--- config.mk ---
export PLATFORM = sky130hd
export DESIGN_NAME = lsu_bus_arbiter
export DESIGN_NICKNAME = d
export VERILOG_FILES = /design/src/rtl/lsu_bus_arb_pkg.sv /design/src/rtl/lsu_bus_arb_starve_counter.sv /design/src/rtl/lsu_bus_arbiter.sv
export SDC_FILE = /design/constraint.sdc
export NUM_CORES = 1
export LEC_CHECK = 0
export CORE_MARGIN = 1.5
export CORE_UTILIZATION = 35
export CTS_CLUSTER_DIAMETER = 200
export DETAILED_ROUTE_END_ITERATION = 6
export GPL_TIMING_DRIVEN = 1
export HOLD_SLACK_MARGIN = 0.1
export PLACE_DENSITY = 0.83
export SYNTH_ARGS = -nofsm -noshare
export SYNTH_HDL_FRONTEND = slang
export SYNTH_SLANG_ARGS = --single-unit
--- constraint.sdc ---
create_clock -name clk -period 3.7 [get_ports clk]
set_clock_uncertainty 0.15 [all_clocks]
set_input_delay 0.555 -clock clk [delete_from_list [all_inputs] [get_ports clk]]
set_output_delay 0.555 -clock clk [all_outputs]
set_load 0.01 [all_outputs]
--- src/rtl/lsu_bus_arb_pkg.sv ---
// Shared types and bus widths for the LSU data-memory bus arbiter.
package lsu_bus_arb_pkg;

    localparam int ADDR_WIDTH     = 32;
    localparam int SIZE_WIDTH     = 4;
    localparam int REG_DATA_WIDTH = 32;

    typedef enum logic [1:0] {
        IDLE = 2'd0,
        RD   = 2'd1,
        WR   = 2'd2
    } lsu_bus_arb_state_t;

endpackage

--- src/rtl/lsu_bus_arb_starve_counter.sv ---
// Saturating count of read grants taken while a write waits.
// Only instantiated when LSU_BUS_ARB_STARVATION_GUARD_EN is defined.
module lsu_bus_arb_starve_counter #(
    parameter int LIMIT = 4
) (
    input  logic clk,
    input  logic rst,
    input  logic inc,
    input  logic clr,
    output logic limit_reached
);

    localparam int CW = $clog2(LIMIT + 1);
    localparam logic [CW-1:0] LIM = CW'(LIMIT);

    logic [CW-1:0] cnt;

    always_ff @(posedge clk) begin
        if (rst || clr) begin
            cnt <= '0;
        end else if (inc && cnt < LIM) begin
            cnt <= cnt + 1'b1;
        end
    end

    assign limit_reached = (cnt >= LIM);

endmodule

--- src/rtl/lsu_bus_arbiter.sv ---
// Arbitrates the single data-memory port between store-buffer reads and drain writes.
// Optional write-starvation guard: LSU_BUS_ARB_STARVATION_GUARD_EN.
module lsu_bus_arbiter
    import lsu_bus_arb_pkg::*;
#(
    parameter int STARVE_LIMIT = 4
) (
    input  logic                      clk,
    input  logic                      rst,
    input  logic [ADDR_WIDTH-1:0]     stbuf_bus_read_addr,
    input  logic [SIZE_WIDTH-1:0]     stbuf_bus_read_size,
    input  logic                      stbuf_bus_read_req,
    output logic [REG_DATA_WIDTH-1:0] bus_stbuf_data,
    output logic                      bus_stbuf_read_ack,
    input  logic [ADDR_WIDTH-1:0]     stbuf_bus_write_addr,
    input  logic [SIZE_WIDTH-1:0]     stbuf_bus_write_size,
    input  logic [REG_DATA_WIDTH-1:0] stbuf_bus_data,
    input  logic                      stbuf_bus_write_req,
    output logic                      bus_stbuf_write_ack,
    input  logic                      drain_req,
    input  logic                      flush,
    output logic [ADDR_WIDTH-1:0]     arb_mem_addr,
    output logic [SIZE_WIDTH-1:0]     arb_mem_size,
    output logic [REG_DATA_WIDTH-1:0] arb_mem_wdata,
    output logic                      arb_mem_rd,
    output logic                      arb_mem_wr,
    input  logic [REG_DATA_WIDTH-1:0] mem_arb_rdata,
    input  logic                      mem_arb_ack,
    output logic                      arb_busy
);

    lsu_bus_arb_state_t state, state_next;
    logic grant_rd, grant_wr, starve_hit, killed;

`ifdef LSU_BUS_ARB_STARVATION_GUARD_EN
    lsu_bus_arb_starve_counter #(.LIMIT(STARVE_LIMIT)) u_starve_counter (
        .clk           (clk),
        .rst           (rst),
        .inc           (grant_rd && stbuf_bus_write_req),
        .clr           (grant_wr),
        .limit_reached (starve_hit)
    );
`else
    // Guard compiled out: the limit can never be reached.
    assign starve_hit = (STARVE_LIMIT < 0);
`endif

    always_comb begin
        grant_rd = 1'b0;
        grant_wr = 1'b0;
        if (state == IDLE) begin
            if (stbuf_bus_write_req && (drain_req || starve_hit)) begin
                grant_wr = 1'b1;
            end else if (stbuf_bus_read_req && !flush) begin
                grant_rd = 1'b1;
            end else if (stbuf_bus_write_req) begin
                grant_wr = 1'b1;
            end
        end
    end

    always_comb begin
        state_next = state;
        case (state)
            IDLE: begin
                if (grant_rd)      state_next = RD;
                else if (grant_wr) state_next = WR;
            end
            RD, WR: begin
                if (mem_arb_ack) state_next = IDLE;
            end
            default: state_next = IDLE;
        endcase
    end

    always_ff @(posedge clk) begin
        if (rst) state <= IDLE;
        else     state <= state_next;
    end

    // Payload capture at grant; wdata only moves for writes.
    always_ff @(posedge clk) begin
        if (rst) begin
            killed        <= 1'b0;
            arb_mem_addr  <= '0;
            arb_mem_size  <= '0;
            arb_mem_wdata <= '0;
        end else begin
            killed <= (state == RD) && !mem_arb_ack && (killed || flush);
            if (grant_wr) begin
                arb_mem_addr  <= stbuf_bus_write_addr;
                arb_mem_size  <= stbuf_bus_write_size;
                arb_mem_wdata <= stbuf_bus_data;
            end else if (grant_rd) begin
                arb_mem_addr  <= stbuf_bus_read_addr;
                arb_mem_size  <= stbuf_bus_read_size;
            end
        end
    end

    assign arb_mem_rd          = (state == RD);
    assign arb_mem_wr          = (state == WR);
    assign arb_busy            = (state != IDLE);
    assign bus_stbuf_data      = mem_arb_rdata;
    assign bus_stbuf_write_ack = (state == WR) && mem_arb_ack;
    assign bus_stbuf_read_ack  = (state == RD) && mem_arb_ack && !killed && !flush;

endmodule

**Word level (Yosys, flattened, before mapping)**

Cells that the tools add are included.

- Register bits: 71
- Logic and storage cells: 41

- Equality and inequality tests: 4
- Multiplexer cells: 15
- Reduce and logical (&&, ||, !) cells: 17

Operators by type and width:

| kind | number |
|---|---|
| 2-to-1 mux 32 bit | 2 |
| logical AND 1 bit | 8 |
| 2-to-1 mux 4 bit | 2 |
| 2-to-1 mux 1 bit | 7 |
| 2-to-1 mux 2 bit | 3 |
| one-hot mux 2 bit (2 select lines) | 1 |
| nonzero test 2 bit | 2 |
| zero test 1 bit | 3 |
| != test 3 bit, second input constant | 1 |
| == test 2 x 1 -> 1 bit, second input constant | 1 |
| == test 2 bit, second input constant | 1 |
| zero test 2 bit | 1 |
| != test 2 bit, second input constant | 1 |
| AND reduction 2 bit | 1 |
| OR reduction 2 bit | 1 |
| logical OR 1 bit | 1 |

**Logic depth before layout (Yosys ltp)**

Gate-level depths: netlist of run 1.

- Word-level depth: 8
- Mapped depth: 7
- Depth with buffers taken out: 5

**Least setup slack after synthesis of run 1**

OpenSTA, ideal clock, no wires.

- Path type: input to register
- Start point: input flush
- End point: register arb_mem_addr[0]
- Library setup time: 133 ps
- Arrival time: 1,368 ps
- Required time: 3,417 ps
- Path slack: 2,049 ps
- Cell stages on the path: 5
- Path buffers: 2
- Cells stage by stage: or3b_1 buf_2 nand2_4 buf_6 a311oi_1

- Word-level cells in the longest chain between the ends: 6
- Elaborated cells between the ends (all ways): 10

RTL lines:

| item | line | source |
|---|---|---|
| from (decl) | lsu_bus_arbiter.sv:21 | `input logic flush,` |
| zero test 1 bit (*) | lsu_bus_arbiter.sv:54 | `end else if (stbuf_bus_read_req && !flush) begin` |
| logical AND 1 bit (*) | lsu_bus_arbiter.sv:54 |  |
| 2-to-1 mux 1 bit | lsu_bus_arbiter.sv:54 |  |
| 2-to-1 mux 1 bit | lsu_bus_arbiter.sv:52 | `if (stbuf_bus_write_req && (drain_req \|\| starve_hit)) begin` |
| 2-to-1 mux 1 bit | lsu_bus_arbiter.sv:51 | `if (state == IDLE) begin` |
| 2-to-1 mux 32 bit / nonzero test 2 bit (equally long branches) | n/a |  |
| to (signal assigned) | lsu_bus_arbiter.sv:91 | `arb_mem_addr <= stbuf_bus_write_addr;` |
| to (signal assigned) | lsu_bus_arbiter.sv:95 | `arb_mem_addr <= stbuf_bus_read_addr;` |
| to (decl) | lsu_bus_arbiter.sv:22 | `output logic [ADDR_WIDTH-1:0] arb_mem_addr,` |

Mark *: on every way between the ends. The rest lies on a longest branch, timed or not.
A chain may end at the register's enable or synchronous reset.

**Worst setup path after layout of run 1**

- Start point: register state[1]
- End point: output arb_busy

- Word-level cells in the longest chain between the ends: 1

RTL lines:

| item | line | source |
|---|---|---|
| from (decl) | lsu_bus_arbiter.sv:32 | `lsu_bus_arb_state_t state, state_next;` |
| from (signal assigned) | lsu_bus_arbiter.sv:78 | `else state <= state_next;` |
| nonzero test 2 bit | lsu_bus_arbiter.sv:103 | `assign arb_busy = (state != IDLE);` |
| to (decl) | lsu_bus_arbiter.sv:29 | `output logic arb_busy` |

No other way between the ends.

==> flow_summary.ini, run 1 <==
[timing]
rsz0062_at_grt = false
worstMarginPinSlew_ns = 0.786
setup_violations = 0
maxSlewViolCount = 0
final.setup.tns_ns = 0
post-route-min-period_ns = 2.87
fmax_ghz = 0.349
hold_viol = 0
maxSlewHeadroom = 0.476
fin_crit_sh = 0.775

[die]
die_h_um = 105
start_util = 0.357
die-area_um2 = 11000
std_cell_rows = 37
core_area_um2 = 10200
die_w_um = 105
io_pins = 248

[logic_synthesis]
yosys_warnings = 0
ys_ff_latch = 71
synth_nets = 571
synthCells = 425
yosysUniqueCellTypes = 27
ys_seq_area_frac = 0.391
syn_area_per_cell_um2 = 8.56
netlist_area_um2 = 3640

[route]
viasPerCell = 5.74
vias = 3924
postRouteAntennaNets = 0
drt_iter0_markers = 211
drc = 0
finalWirelength_mm = 12.5
dr.pass1.iters = 5
wl_per_cell_um = 18.2

[power_and_ir_drop]
p_per_area_nw_per_um2 = 409
p_leak_uw = 0.00178
ir_drop_mv = 0.208
finalPower_uw = 2210

[run]
drv_cap = 0

[critical_path]
critPathMaxFanout = 37
startpoint_type = flip-flop
cp.arrival_ns = 2.16
required_ns = 2.99
end_kind = primary output
path_class = reg -> out

[worst_hold_path]
hp-class = reg -> reg

[clock_tree]
cts_setup_buffers = 0
cts_tree = done
cts-hold-fix-buffers = 0
clk_pin_slew_worst_paths_ns = 0.08
cts-root-buf = clkbuf_8
htree_levels = 3
ctsResizeCount = 0
cts_buffers = 9
cts_sinks = 71
clock_latency_ns = 0.33
clockBufferDepth = 2

[placed_design]
dp_hpwl_mm = 8.06
gp_routability_congestion = 0.788
io_buffers = 183

[global_route]
grt_pass1_vias = 3990
antenna_found_initial = 0
grt_max_degree = 69
track_usage = 0.218
grt_pass1_wl_mm = 19.4
overflow = 0

[finish]
antennaDiodeCount = 0
layout-drive-gt1-share = 0.0620
area_growth_pct = 48.5
finalNetCount = 689

[status]
outcome = finished clean
layout make-up:
type | count | area [um^2]
clock inverters | 5 | 80.1
clock buffers | 11 | 151
flip-flops and latches | 71 | 1420
multi-input cells | 264 | 1660
repair buffers | 194 | 1910
fillers | 939 | 4780
well taps | 136 | 170
inverters | 3 | 11.3
Yosys cell counts, drive strengths merged:
master,instances,area (um^2)
nand3,32,160
o31ai,36,270
nor3,36,180
a211oi,1,7.51
nor4b,1,8.76
nor2b,1,6.26
nand2b,3,18.8
clkbuf,18,67.6
and3,1,6.26
nand2,3,18.8
nor2,1,3.75
a21o,1,7.51
and2,3,18.8
dfxtp,71,1420
nand4,37,231
inv,3,11.3
o21ai,33,165
ha,3,37.5
nor3b,1,18.8
a311oi,36,315
or3b,1,8.76
buf,69,485
a21oi,34,170
state kept, by name, summed over array words and instances (netlist names):
register and cells:
state 2, arb_mem_addr 32, arb_mem_wdata 32, killed 1
arb_mem_size 4
per-layer routing:
layer	GRT usage	part of all wire	up-vias
li1	-	-	1831
met1	0.248	0.40	1863
met2	0.386	0.50	203
met3	0.0555	0.073	27
met4	0.0920	0.020	0
met5	0	0	-
path summary, 6_finish.rpt:
path / end / depth (start not counted) / start / slack (ns)
worst min-delay path: arb_mem_wdata[4] / 2 / arb_mem_wdata[4] / 0.33
worst min register to register: arb_mem_wdata[4] / 2 / arb_mem_wdata[4] / 0.33
worst max register to register: arb_mem_addr[1] / 6 / state[0] / 1.11
worst max-delay path: arb_busy / 4 / state[1] / 0.83
worst max-delay path: stages (launching register included):
cell	delay, ns
dfxtp_1	0.37
inv_1	0.08
ha_2	0.18
inv_2	0.52
clkdlybuf4s50_1	0.67
kinds of logic after synthesis:
| kind of cell | count (synthesis) | synth area share |
|---|---|---|
| DFF | 71 | 0.391 |
| adders and majority gates | 3 | 0.0103 |
| AOI/OAI and AO/OA | 141 | 0.257 |
| and+or+nand+nor | 120 | 0.187 |
| buffers and inverters | 90 | 0.155 |
metrics by stage:
| stage | hold slack [ns] | util | worst slack [ns] | area, um^2 | cells |
|---|---|---|---|---|---|
| finish | 0.327 | 0.531 | 0.831 | 5410 | 684 |
| global route | 0.347 | 0.531 | 0.744 | 5410 | 684 |
| CTS | 0.328 | 0.531 | 0.822 | 5410 | 684 |
| detailed placement | 0.317 | 0.508 | 0.983 | 5170 | 668 |
| global placement | 0.311 | 0.508 | 1.03 | 5170 | 668 |
| floorplan | 0.323 | - | 2.05 | 3640 | 425 |
power breakdown:
group | internal, uW | switching (uW)
sequential | 839 | 42.1
clock | 415 | 298
combinational | 318 | 298
cell usage in the layout, fill, tap and decap left out, types with 2 or more instances in the layout:
cell / n
a21oi_1: 34
a311oi_1: 36
and2_1: 3
buf_4: 11
bufinv_16: 2
clkbuf_8: 11
clkdlybuf4s50_1: 182
clkinvlp_4: 2
dfxtp_1: 71
ha_1: 2
inv_1: 2
nand2b_1: 3
nand3_1: 32
nand4_1: 37
nor3_1: 36
o21ai_0: 33
o31ai_1: 36
Note: power is estimated with default switching activity, not from simulation.
==> run 2: changes to the inputs <==
--- a/config.mk
+++ b/config.mk
@@ -6,12 +6,12 @@
 export NUM_CORES = 1
 export LEC_CHECK = 0
 export CORE_MARGIN = 1.5
-export CORE_UTILIZATION = 35
+export CORE_UTILIZATION = 32
 export CTS_CLUSTER_DIAMETER = 200
 export DETAILED_ROUTE_END_ITERATION = 6
 export GPL_TIMING_DRIVEN = 1
 export HOLD_SLACK_MARGIN = 0.1
-export PLACE_DENSITY = 0.83
+export PLACE_DENSITY = 0.8
 export SYNTH_ARGS = -nofsm -noshare
 export SYNTH_HDL_FRONTEND = slang
 export SYNTH_SLANG_ARGS = --single-unit
==> constraint.sdc (replaced) <==
create_clock -name clk -period 2.5 [get_ports clk]
set_clock_uncertainty 0.15 [all_clocks]
set_input_delay 0.375 -clock clk [delete_from_list [all_inputs] [get_ports clk]]
set_output_delay 0.375 -clock clk [all_outputs]
set_load 0.01 [all_outputs]
==> run 2 against run 1 <==
Net effect:
- critical endpoint is now bus_stbuf_read_ack
- clock power rose by 78%
- design area is 2.8% higher
- setup slack lost 0.57 ns
- highest routed layer unchanged
- global-route usage is 2.0 points lower
- sequential power is 49% higher
- first-iteration DRC count grew 95%
- hold slack worse by 0.0017 ns
- combinational power is 52% higher
- largest cell class unchanged
- core utilization is 2.5 points lower
- critical path depth is the same
- cell count is 1.6% higher
==> flow_summary.ini, run 2 (synthesized netlist as in run 1, its figures left out) <==
[status]
outcome = finished clean

[finish]
antennaDiodeCount = 0
mostFrequentLayoutCell = clkdlybuf4s50_1
layout-drive-gt1-share = 0.0721
finalNetCount = 697
nFillCells = 1049
reg.largest.list = arb_mem_addr x32, arb_mem_wdata x32, arb_mem_size x4
multi_input_area_um2 = 1660
ff_latch_area_um2 = 1420
area_growth_pct = 52.7
final_cell_mix = clkdlybuf4s50_1, dfxtp_1, nand4_1

[timing]
fin_crit_sh = 0.894
rsz0062_at_grt = false
hold_viol = 0
post-route-min-period_ns = 2.23
maxSlewViolCount = 0
timing.final.ws_setup_ns = 0.265
worstMarginPinSlew_ns = 0.719
final.setup.tns_ns = 0
maxSlewHeadroom = 0.520
setup_violations = 0
fmax_ghz = 0.447

[placed_design]
pre_cts_ws_ns = 0.211
dp_hpwl_mm = 8.37
gp_routability_congestion = 0.708
io_buffers = 183

[worst_hold_path]
hp-class = reg -> reg
hold_depth = 2
whs_endpoint = arb_mem_wdata[17]
hp-start = arb_mem_wdata[17]

[critical_path]
crit_top_cell = clkdlybuf4s50_1
rr_endpoint = arb_mem_addr[22]
reg2reg_from = state[0]
rrSetupSlack_ns = 0.52
required_ns = 1.98
critPathMaxFanout = 2
cp_slowest_cell = clkdlybuf4s50_1
cp_num_buf_inv = 2
critPathTopFamily = buffers and inverters
critPathMaxStageDelay_ns = 0.55
startpoint_type = input pin
cp.arrival_ns = 1.71
reg2regPathDepth = 5
path_class = in -> out
end_kind = primary output
crit_chain = clkdlybuf4s50_1, nor2_1, and3_1, clkdlybuf4s50_1

[die]
die_h_um = 110
die-area_um2 = 12000
io_pins = 248
std_cell_rows = 38
die_w_um = 110
start_util = 0.331
core_area_um2 = 11000

[global_route]
use_met3 = 0.0403
grt_busiest_layer = met2
overflow = 0
grt_util_met2 = 0.349
grt_pass1_vias = 3886
grt_max_degree = 69
use_met1 = 0.231
track_usage = 0.198
grt_pass1_wl_mm = 18.9
antenna_found_initial = 0

[route]
vias = 3980
drc = 0
postRouteAntennaNets = 0
dr.pass1.iters = 5
viasPerCell = 5.73
finalWirelength_mm = 12.4
wl_per_cell_um = 17.8
drt_iter0_markers = 411

[clock_tree]
ctsResizeCount = 0
clockBufferDepth = 2
clock_latency_ns = 0.32
cts_tree = done
cts-hold-fix-buffers = 0
cts_buffers = 9
clk_pin_slew_worst_paths_ns = 0.06
htree_levels = 3
cts-root-buf = clkbuf_16
cts_setup_buffers = 0
cts_sinks = 71

[power_and_ir_drop]
p_leak_uw = 0.00186
ir_drop_mv = 0.327
p_per_area_nw_per_um2 = 632

[run]
drv_cap = 0
[run 2: report_power, final]
| group | internal [uW] | switching [uW] |
|---|---|---|
| Clock | 794 | 480 |
| Sequential | 1240 | 61.2 |
| Combinational | 490 | 444 |
[run 2: layout make-up]
cell class                      instances  area share
Clock buffer                           10      0.0430
Clock inverter                          5      0.0106
Inverter                                3     0.00203
Multi-Input combinational cell        264       0.298
Sequential cell                        71       0.256
Tap cell                              140      0.0315
Timing Repair Buffer                  202       0.359
[run 2: stage by stage]
| stage | cell area (um^2) | utilization | total power [uW] | std cells | hold WS, ns |
|---|---|---|---|---|---|
| after floorplan | 3640 | - | 1810 | 425 | 0.302 |
| after global placement | 5260 | 0.479 | 2230 | 680 | 0.309 |
| after detailed placement | 5260 | 0.479 | 2260 | 680 | 0.317 |
| after CTS | 5560 | 0.506 | 3540 | 695 | 0.326 |
| after global routing | 5560 | 0.506 | 3670 | 695 | 0.345 |
| final | 5560 | 0.506 | 3510 | 695 | 0.326 |
[run 2: per-layer routing]
metal | vias to the layer above | part of all wire
met4 | 0 | 0.024
met2 | 228 | 0.49
met5 | - | 0
li1 | 1850 | -
met3 | 36 | 0.082
met1 | 1866 | 0.40
[run 2: worst reg2reg max path, cell delays in order, from the launching register on]
cell and delay (ns):
dfxtp_1 0.31, inv_1 0.09, ha_1 0.38, and2_1 0.28, nand2_4 0.29, a311oi_1 0.37
[run 2: how the worst max path moves through the flow]
stage,startpoint,endpoint,slack [ns],depth (start not counted)
3_5_place_dp,flush,arb_mem_addr[22],0.21,5
4_1_cts,state[0],arb_busy,0.26,4
6_report,flush,bus_stbuf_read_ack,0.27,4
3_3_place_gp,flush,arb_mem_addr[1],0.28,5
2_1_floorplan,state[0],arb_mem_addr[20],0.86,7
5_1_grt,state[1],arb_busy,0.18,4
==> run 3: changes to the inputs <==
--- a/config.mk
+++ b/config.mk
@@ -10,7 +10,7 @@
 export CTS_CLUSTER_DIAMETER = 200
 export DETAILED_ROUTE_END_ITERATION = 6
 export GPL_TIMING_DRIVEN = 1
-export HOLD_SLACK_MARGIN = 0.1
+export HOLD_SLACK_MARGIN = 0.02
 export PLACE_DENSITY = 0.8
 export SYNTH_ARGS = -nofsm -noshare
 export SYNTH_HDL_FRONTEND = slang
==> results of run 3 <==
The final DEF is identical to that of run 2; final timing and power are the same.
==> patch (config.mk and constraints of run 2) <==
Re-encode `lsu_bus_arb_state_t` (3 states) as one-hot, 3 bits wide.
--- a/src/rtl/lsu_bus_arb_pkg.sv
+++ b/src/rtl/lsu_bus_arb_pkg.sv
@@ -7,6 +7,6 @@
 
-    typedef enum logic [1:0] {
-        IDLE = 2'd0,
-        RD   = 2'd1,
-        WR   = 2'd2
+    typedef enum logic [2:0] {
+        IDLE = 3'b001,
+        RD   = 3'b010,
+        WR   = 3'b100
     } lsu_bus_arb_state_t;
Formal check against the unedited RTL: no difference found for any inputs over 10 cycles, from zero or initial values and one cycle with rst high; not proved beyond that.
==> patch against run 2 <==
Final area shrank 2.2%. Wire length shrank 7.6%. Worst hold slack lost 6.2 ps. Synthesized cell count shrank 11%. Count of clock-buffer cells in the layout is the same. Worst setup slack lost 50 ps. Critical path depth is the same. Power shrank 7.6%. Sequential cell count grew 1. Cell count shrank 6.2%. Fmax shrank 2.2%. First-iteration DRC count shrank 44%. Non-clock buffer count shrank 4. Area after synthesis shrank 3.4%. Critical endpoint unchanged. Largest cell class unchanged.
==> patch: results (changes against run 2) <==
Most numerous cell types in the synthesized netlist: sky130_fd_sc_hd__dfxtp_1, sky130_fd_sc_hd__buf_4, sky130_fd_sc_hd__inv_1, sky130_fd_sc_hd__a41oi_1, sky130_fd_sc_hd__a21oi_1 (was sky130_fd_sc_hd__dfxtp_1, sky130_fd_sc_hd__buf_4, sky130_fd_sc_hd__nand4_1). The violation count after the first detailed-routing iteration came out at 231 (was 411). The total wirelength of the detailed-routed design came out at 11500 um (was 12400 um).

Outcome: completed (unchanged). The share of synthesized flip-flops with an asynchronous set or reset came out at 0% (unchanged). The post-layout net count came out at 650 (was 697). The fraction of post-synthesis cell area in the top cell type by area is 41.0% (was 39.1%). The leakage power total came out at 2.06 nW (was 1.86 nW).

The net count after synthesis came out at 520 (was 571). The largest vdd supply drop came out at 0.299 mV (was 0.327 mV). The via count of the first global-routing pass came out at 3515 (was 3886). The root buffer cell is sky130_fd_sc_hd__clkbuf_8 (was sky130_fd_sc_hd__clkbuf_16). Top cells by area, synth: sky130_fd_sc_hd__dfxtp_1, sky130_fd_sc_hd__o221a_2, sky130_fd_sc_hd__a41oi_1, sky130_fd_sc_hd__buf_4, sky130_fd_sc_hd__o31ai_1 (was sky130_fd_sc_hd__dfxtp_1, sky130_fd_sc_hd__a311oi_1, sky130_fd_sc_hd__buf_4, sky130_fd_sc_hd__o31ai_1, sky130_fd_sc_hd__nand4_1). The post-CTS setup buffer count came out at 0 (unchanged). The transition time of the tightest slew-check pin is 799 ps (was 719 ps). The detailed placer's ending HPWL is 7890 um (was 8370 um). The total via count in the routed design is 3621 (was 3980). The kind of path behind the tightest hold check is reg2reg (unchanged). The number of fill cells in the layout is 997 (was 1049).

The fraction of final layout cells sized beyond drive strength 1 came out at 13.7% (was 7.21%). The clock transition at the registers of the reported paths came to 80 ps (was 60 ps). The final weighted congestion in routability-driven placement came out at 0.790 (was 0.708). The arrival time of the worst setup path is 1760 ps (was 1710 ps). The total routing resource utilization after global routing is 18.8% (was 19.8%). The critical-path maximum fanout came out at 4 (was 2).

The sequential element share of the synthesized area was 41.0% (was 39.1%). The total iterations of the first detailed-routing run is 4 (was 5).
patch: kinds of logic after synthesis:
kind of cell	synth area share, %
compound gates	32.9
buf+inv	17.5
flops	41.0
simple gates	8.68
patch: power by group:
part           internal, mW  total (mW)  switching, mW
Combinational         0.500       0.901          0.401
Clock                 0.567        1.01          0.447
Sequential             1.26        1.33         0.0700
Total                  2.33        3.25          0.918
patch: cell type report:
cell class / count / area [um^2] / area share, %
clock inverter: 6 / 92.6 / 1.70
timing repair buffer: 198 / 1980 / 36.4
sequential: 72 / 1440 / 26.5
multi-input combinational: 188 / 1480 / 27.2
tap: 140 / 175 / 3.22
inverter: 38 / 143 / 2.62
clock buffer: 10 / 128 / 2.35
patch: timing repair:
item,4_1_cts,5_1_grt
hold buffers,0,0
setup endpoints to repair,0,1
gates resized for setup,0,1
endpoints found under the hold margin,0,0
patch: path summary, 6_finish.rpt:
path,endpoint,slack [ps],startpoint,cells past startpoint
min,arb_mem_wdata[20],320,arb_mem_wdata[20],2
max reg2reg,arb_mem_addr[4],610,state[0],4
min reg2reg,arb_mem_wdata[20],320,arb_mem_wdata[20],2
max,bus_stbuf_read_ack,220,state[1],4
patch: stage by stage:
step	setup slack, ps	hold WS, ps	utilization (%)	area, um^2	std cells
global route	101	342	50.4	5440	652
detailed placement	137	310	48.3	5210	636
global placement	189	307	48.3	5210	636
floorplan	896	323	-	3520	377
finish	215	320	50.4	5440	652
CTS	61.9	322	50.3	5430	652
patch: worst max-delay path, stage by stage (launching register included):
cell and delay [ps]:
sky130_fd_sc_hd__dfxtp_1 380, sky130_fd_sc_hd__nor3b_1 210, sky130_fd_sc_hd__buf_4 160, sky130_fd_sc_hd__and3_1 140
sky130_fd_sc_hd__clkdlybuf4s50_1 530
patch: metal layers:
| metal | up-vias | GRT usage, % | wire length [um] |
|---|---|---|---|
| met5 | - | 0 | 0 |
| met4 | 0 | 7.71 | 241 |
| met2 | 188 | 31.1 | 5600 |
| li1 | 1685 | - | - |
| met3 | 28 | 5.57 | 940 |
| met1 | 1720 | 22.8 | 4670 |
